File: src/rtl/alu_seq_ctrl.sv
// Sequencing controller for the 20-bit ALU: handshaked request in, result out,
// iterated 1-bit shift/rotate, owns the {S,Z,C} status register and trap.
module alu_seq_ctrl #(
  parameter int         WIDTH      = 20,
  parameter int         AMT_W      = 5,
  parameter logic [2:0] STATUS_RST = 3'b000
) (
  input  logic             clk,
  input  logic             rst,
  input  logic             req_valid,
  output logic             req_ready,
  input  logic [3:0]       req_op,
  input  logic [WIDTH-1:0] req_a,
  input  logic [WIDTH-1:0] req_b,
  input  logic [AMT_W-1:0] req_amt,
  output logic             rsp_valid,
  input  logic             rsp_ready,
  output logic [WIDTH-1:0] rsp_result,
  output logic [2:0]       status,
  output logic             busy,
  output logic             trap
);

  localparam logic [1:0] S_IDLE = 2'd0;
  localparam logic [1:0] S_EXEC = 2'd1;
  localparam logic [1:0] S_DONE = 2'd2;
  localparam logic [1:0] S_TRAP = 2'd3;

  localparam logic [3:0] OP_NOP  = 4'd0;
  localparam logic [3:0] OP_NOT  = 4'd1;
  localparam logic [3:0] OP_AND  = 4'd2;
  localparam logic [3:0] OP_OR   = 4'd3;
  localparam logic [3:0] OP_XOR  = 4'd4;
  localparam logic [3:0] OP_SHR  = 4'd5;
  localparam logic [3:0] OP_SHL  = 4'd6;
  localparam logic [3:0] OP_ROR  = 4'd7;
  localparam logic [3:0] OP_ROL  = 4'd8;
  localparam logic [3:0] OP_INC  = 4'd9;
  localparam logic [3:0] OP_SUB  = 4'd10;
  localparam logic [3:0] OP_SBC  = 4'd11;
  localparam logic [3:0] OP_CMP  = 4'd12;
  localparam logic [3:0] OP_LSR  = 4'd13;
  localparam logic [3:0] OP_XSR  = 4'd14;
  localparam logic [3:0] OP_TRAP = 4'd15;

  logic [1:0]       state_q, state_d;
  logic [3:0]       op_q, op_d;
  logic [WIDTH-1:0] res_q, res_d;
  logic [2:0]       st_q, st_d;
  logic [AMT_W-1:0] cnt_q, cnt_d;
  logic             c_q, c_d;

  function automatic logic [2:0] flags(
    input logic [WIDTH-1:0] r,
    input logic             c
  );
    return {r[WIDTH-1], ~|r, c};
  endfunction

  function automatic logic is_shift(input logic [3:0] op);
    return (op == OP_SHR) || (op == OP_SHL) ||
           (op == OP_ROR) || (op == OP_ROL);
  endfunction

  // One shared 1-bit step unit; fed from the request on accept, else from the working reg.
  logic [3:0]       stp_op;
  logic [WIDTH-1:0] stp_x, stp_y;
  logic             stp_ci, stp_co;

  always_comb begin
    stp_op = (state_q == S_IDLE) ? req_op : op_q;
    stp_x  = (state_q == S_IDLE) ? req_a : res_q;
    stp_ci = (state_q == S_IDLE) ? st_q[0] : c_q;
    stp_y  = stp_x;
    stp_co = stp_ci;
    case (stp_op)
      OP_SHR: begin
        stp_y  = {stp_x[WIDTH-2:0], 1'b0};
        stp_co = stp_x[WIDTH-1];
      end
      OP_SHL: begin
        stp_y  = {1'b0, stp_x[WIDTH-1:1]};
        stp_co = stp_x[0];
      end
      OP_ROR: stp_y = {stp_x[WIDTH-2:0], stp_x[WIDTH-1]};
      OP_ROL: stp_y = {stp_x[0], stp_x[WIDTH-1:1]};
      default: ;
    endcase
  end

  logic [WIDTH-1:0] alu_r;
  logic [2:0]       alu_st;
  logic [WIDTH:0]   sum;

  always_comb begin
    alu_r  = '0;
    alu_st = st_q;
    sum    = '0;
    case (req_op)
      OP_NOT: begin
        alu_r  = ~req_a;
        alu_st = flags(alu_r, st_q[0]);
      end
      OP_AND: begin
        alu_r  = req_a & req_b;
        alu_st = flags(alu_r, st_q[0]);
      end
      OP_OR: begin
        alu_r  = req_a | req_b;
        alu_st = flags(alu_r, st_q[0]);
      end
      OP_XOR: begin
        alu_r  = req_a ^ req_b;
        alu_st = flags(alu_r, st_q[0]);
      end
      OP_SHR, OP_SHL, OP_ROR, OP_ROL: begin
        alu_r  = req_a;
        alu_st = flags(alu_r, st_q[0]);
      end
      OP_INC: begin
        sum    = {1'b0, req_a} + (WIDTH+1)'(1);
        alu_r  = sum[WIDTH-1:0];
        alu_st = flags(alu_r, sum[WIDTH]);
      end
      OP_SUB: begin
        sum    = {1'b0, req_a} - {1'b0, req_b};
        alu_r  = sum[WIDTH-1:0];
        alu_st = flags(alu_r, sum[WIDTH]);
      end
      OP_SBC: begin
        sum    = {1'b0, req_a} - {1'b0, req_b}
               - {{WIDTH{1'b0}}, st_q[0]};
        alu_r  = sum[WIDTH-1:0];
        alu_st = flags(alu_r, sum[WIDTH]);
      end
      OP_CMP: begin
        alu_r  = req_a;
        alu_st = {req_a < req_b, req_a == req_b, st_q[0]};
      end
      OP_LSR: begin
        alu_st = req_a[2:0];
        alu_r  = {{(WIDTH-3){1'b0}}, alu_st};
      end
      OP_XSR: begin
        alu_st = st_q ^ req_a[2:0];
        alu_r  = {{(WIDTH-3){1'b0}}, alu_st};
      end
      OP_TRAP: alu_r = req_a;
      default: ;
    endcase
  end

  always_comb begin
    state_d = state_q;
    op_d    = op_q;
    res_d   = res_q;
    st_d    = st_q;
    cnt_d   = cnt_q;
    c_d     = c_q;
    unique case (state_q)
      S_IDLE: begin
        if (req_valid) begin
          op_d = req_op;
          // First shift step happens on the accept edge so amt=N costs N cycles.
          if (is_shift(req_op) && (|req_amt)) begin
            res_d = stp_y;
            c_d   = stp_co;
            cnt_d = req_amt - AMT_W'(1);
            if (req_amt == AMT_W'(1)) begin
              state_d = S_DONE;
              st_d    = flags(stp_y, stp_co);
            end else begin
              state_d = S_EXEC;
            end
          end else begin
            res_d   = alu_r;
            st_d    = alu_st;
            state_d = S_DONE;
          end
        end
      end
      S_EXEC: begin
        res_d = stp_y;
        c_d   = stp_co;
        cnt_d = cnt_q - AMT_W'(1);
        if (cnt_q == AMT_W'(1)) begin
          state_d = S_DONE;
          st_d    = flags(stp_y, stp_co);
        end
      end
      S_DONE: begin
        if (rsp_ready)
          state_d = (op_q == OP_TRAP) ? S_TRAP : S_IDLE;
      end
      S_TRAP: ;
    endcase
  end

  always_ff @(posedge clk or posedge rst) begin
    if (rst) begin
      state_q <= S_IDLE;
      op_q    <= OP_NOP;
      res_q   <= '0;
      st_q    <= STATUS_RST;
      cnt_q   <= '0;
      c_q     <= 1'b0;
    end else begin
      state_q <= state_d;
      op_q    <= op_d;
      res_q   <= res_d;
      st_q    <= st_d;
      cnt_q   <= cnt_d;
      c_q     <= c_d;
    end
  end

  assign req_ready  = (state_q == S_IDLE);
  assign rsp_valid  = (state_q == S_DONE);
  assign busy       = (state_q != S_IDLE);
  assign trap       = (state_q == S_TRAP);
  assign rsp_result = res_q;
  assign status     = st_q;

endmodule

File: config.mk
export PLATFORM = sky130hd
export DESIGN_NAME = alu_seq_ctrl
export DESIGN_NICKNAME = d
export VERILOG_FILES = /design/src/rtl/alu_seq_ctrl.sv
export SDC_FILE = /design/constraint.sdc
export NUM_CORES = 1
export LEC_CHECK = 0
export ABC_AREA = 1
export CORE_MARGIN = 2
export CORE_UTILIZATION = 59
export DETAILED_ROUTE_END_ITERATION = 8
export GPL_TIMING_DRIVEN = 0
export PLACE_DENSITY = 0.91
export SYNTH_ARGS = -nofsm -noshare
export SYNTH_HDL_FRONTEND = slang
export SYNTH_SLANG_ARGS = --single-unit
File: constraint.sdc
create_clock -name clk -period 3.36 [get_ports clk]
set_input_delay 0.672 -clock clk [delete_from_list [all_inputs] [get_ports clk]]
set_output_delay 0.672 -clock clk [all_outputs]
set_load 0.1 [all_outputs]
==> metrics.md <==
| Metric | Value |
|---|---|
| Status | finished, violations left |
| Violations in the final reports | design-rule violations, negative setup slack |
| Fmax | 259 MHz |
| Sequential-to-total area share from yosys stat | 12.5% |
| Cell Pwr Density | 707 nW/um2 |
| Req. time, crit path | 3580 ps |
| Max Cap Viol | 0 |
| Mapped Nets | 1347 |
| DIE AREA | 12800 um2 |
| Slew @ Worst Pin | 993 ps |
| Placer Congestion | 1.08 |
| Top_reg_cell synth | dfrtp_1 |
| Unique masters post-synth | 46 |
| RSZ-0062 raised after global routing | true |
| Inserted Clock Buffers | 5 |
| # rows | 39 |
| Pre-CTS setup slack | -1070 ps |
| Fin crit period | 3850 ps |
| Post-DP HPWL | 22.6 mm |
| Bufs on Longest Clock Path | 2 |
| Crit. End Element | flip-flop |
| DRT Pass-1 Iters | 9 |
| Worst slew margin | 33.6% |
| Initial antenna violation count | 2 |
| Final worst slack | -494 ps |
| H-tree levels | 2 |
| Clock Sinks | 35 |
| WL final | 33.5 mm |
| Post-Syn Area | 7020 um2 |
| Die height | 113 um |
| Fin util | 81.9% |
| Hold buffer count at CTS | 0 |
| Horiz. Die Dim | 113 um |
| First-pass GRT wire length | 44.6 mm |
| Reg clk slew, reported paths | 60 ps |
| Final Hold Viols | 0 |
| Most frequent cells in the layout | nand2_1 (290), inv_1 (145), nor2_1 (92) |
| Filler Cells Inserted | 785 |
| CP max FO | 9 |
| CTS tree | yes |
| Startpoint types | input pin |
| Worst min-delay path class | reg -> reg |
| Critical Path AT | 4070 ps |
| DR vias | 10215 |
| Area after DPL | 8000 um2 |
| CORE AREA | 11500 um2 |
| Starting DRT DRC Count | 1945 |
| Clk_lat worst skew | 290 ps |
| Layout cells sized above 1 | 21.5% |
| Max Slew Vio Count | 0 |
| Post-DR wirelength/cell | 22.5 um |
| Leak | 0.00442 uW |
| Area of the multi-input gates | 6260 um2 |
| Layout area overhead | 34.3% |
| Diode count | 0 |
| Peak VDD IR | 0.879 mV |
| Global Route Usage Sum | 44.2% |
| Largest net degree at the start of global routing | 36 |
| Post-synth top area share | 18.0% |
| Grt ovf | 0 |
| Most common cell after layout, fill and taps aside | nand2_1 |
| Num ports | 80 |
| Synth Register Bits | 35 |
| Vias in the first global route | 8547 |
| Sequential Area | 876 um2 |
| Residual DRC count | 69 |
| Avg Cell Area, Syn | 5.76 um2 |
| Total negative slack | -1960 ps |
| Layout net count | 1467 |
| Post-route cell area | 9430 um2 |
| Worst clock skew | 6.17 ps |
| Critical path class | in -> reg |
| Warnings, synthesis | 0 |
| Synth top area cells | nand2_1 (18%), ha_1 (13%), dfrtp_1 (12%) |
| PortBufs | 79 |
| Initial core utilization | 61.0% |
| Crit share post-route | 115% |
| Vias/cell | 6.88 |
| Largest area contributor in the netlist | nand2_1 |
| DRT antenna net count | 0 |
| Root cell of the clock tree | clkbuf_16 |
| Post-synth EDFFs | 0 |
| Final setup viols | 13 |
| Syn Inst Count | 1220 |
| Ys async rst share | 100% |
==> flip-flops by register name, summed over array words and instances (netlist names) <==
name / flops
rsp_result: 20
c_q: 1
status: 3
op_q: 4
cnt_q: 5
state_q: 2
==> logic make-up after synthesis <==
kind of cell	count (synthesis)	synth area share (%)
buffers and inverters	222	12.0
DFF	35	12.5
adders and majority gates	74	13.3
and+or+nand+nor	618	37.6
xor gates and xnor gates	25	3.12
AOI/OAI and AO/OA	246	21.5
==> cells in the mapped netlist (3+ instances only) <==
| library cell | instances |
|---|---|
| nand3_2 | 5 |
| nor2_1 | 122 |
| nand3b_1 | 5 |
| nand2_2 | 7 |
| o2111ai_1 | 13 |
| nand2_1 | 337 |
| clkinv_1 | 3 |
| nor2_2 | 10 |
| inv_2 | 6 |
| inv_1 | 184 |
| xor2_1 | 23 |
| ha_1 | 73 |
| o21bai_1 | 4 |
| a22oi_1 | 3 |
| a221oi_1 | 12 |
| nand4_1 | 22 |
| clkbuf_1 | 23 |
| o21ai_0 | 84 |
| nor3b_1 | 3 |
| a21oi_2 | 3 |
| a31oi_1 | 4 |
| dfrtp_1 | 35 |
| nor3_1 | 16 |
| o211ai_1 | 9 |
| a211oi_1 | 3 |
| nand3_1 | 77 |
| buf_2 | 3 |
| nor4_1 | 9 |
| o221ai_1 | 8 |
| a21oi_1 | 60 |
| o22ai_1 | 31 |
==> final cells by class <==
type                            count  area share [%]
Multi-Input combinational cell    963            66.3
Clock buffer                        5            1.33
Buffer                             29            1.50
Timing Repair Buffer              113            11.3
Inverter                          193            7.92
Tap cell                          143            1.90
Clock inverter                      3           0.464
Sequential cell                    35            9.28
==> critical path, cell delays in order <==
cell	delay, ps
buf_6	120
inv_4	60
ha_2	180
inv_2	70
fa_2	460
inv_2	110
ha_4	140
inv_1	40
nor2_2	360
nand3_2	190
nor2_4	200
nand3_2	210
nand2_2	150
nand3_1	100
nor2_1	170
nand2_1	90
nor2_2	190
nand3_1	100
nor2_1	130
nand2_1	70
nand2_1	60
nand2_1	60
a21oi_2	140
==> report_power, final <==
group	internal [uW]	total (uW)	switching, uW
registers	637	804	166
logic	1450	5310	3860
clock network	350	552	202
total	2440	6670	4230
==> final timing paths <==
| path | startpoint | slack (ps) | depth (start not counted) | endpoint |
|---|---|---|---|---|
| max | req_a[0] | -490 | 23 | status[1] |
| min in group asynchronous | rst | 840 | 2 | rsp_result[3] |
| min | rsp_result[10] | 520 | 2 | rsp_result[10] |
| max in group asynchronous | rst | 2040 | 2 | rsp_result[17] |
| max reg2reg | status[0] | 50 | 18 | status[1] |
| min reg2reg | rsp_result[10] | 520 | 2 | rsp_result[10] |
==> what timing repair did <==
item,in CTS,in global routing
resized for setup,127,226
buffers inserted,6,28
setup endpoints to repair,21,23
cloned,0,0
pin swaps,12,61
==> metal layers <==
| layer | routed length (um) | vias to the layer above | share of wire, % | GRT usage [%] |
|---|---|---|---|---|
| met4 | 2500 | 4 | 7.5 | 14.2 |
| met2 | 13400 | 1041 | 40 | 67.5 |
| met3 | 5610 | 317 | 17 | 11.1 |
| met5 | 22 | - | 0.066 | 0 |
| li1 | - | 4294 | - | - |
| met1 | 11900 | 4559 | 36 | 61.2 |
==> metrics by stage <==
stage / power, uW / std cells / hold WS, ps
6_report: 6670 / 1484 / 517
5_1_grt: 6960 / 1484 / 537
4_1_cts: 5970 / 1456 / 518
3_5_place_dp: 5300 / 1442 / 505
3_3_place_gp: 5270 / 1442 / 494
2_1_floorplan: 4110 / 1220 / 469
(Power assumes the default switching activity.)
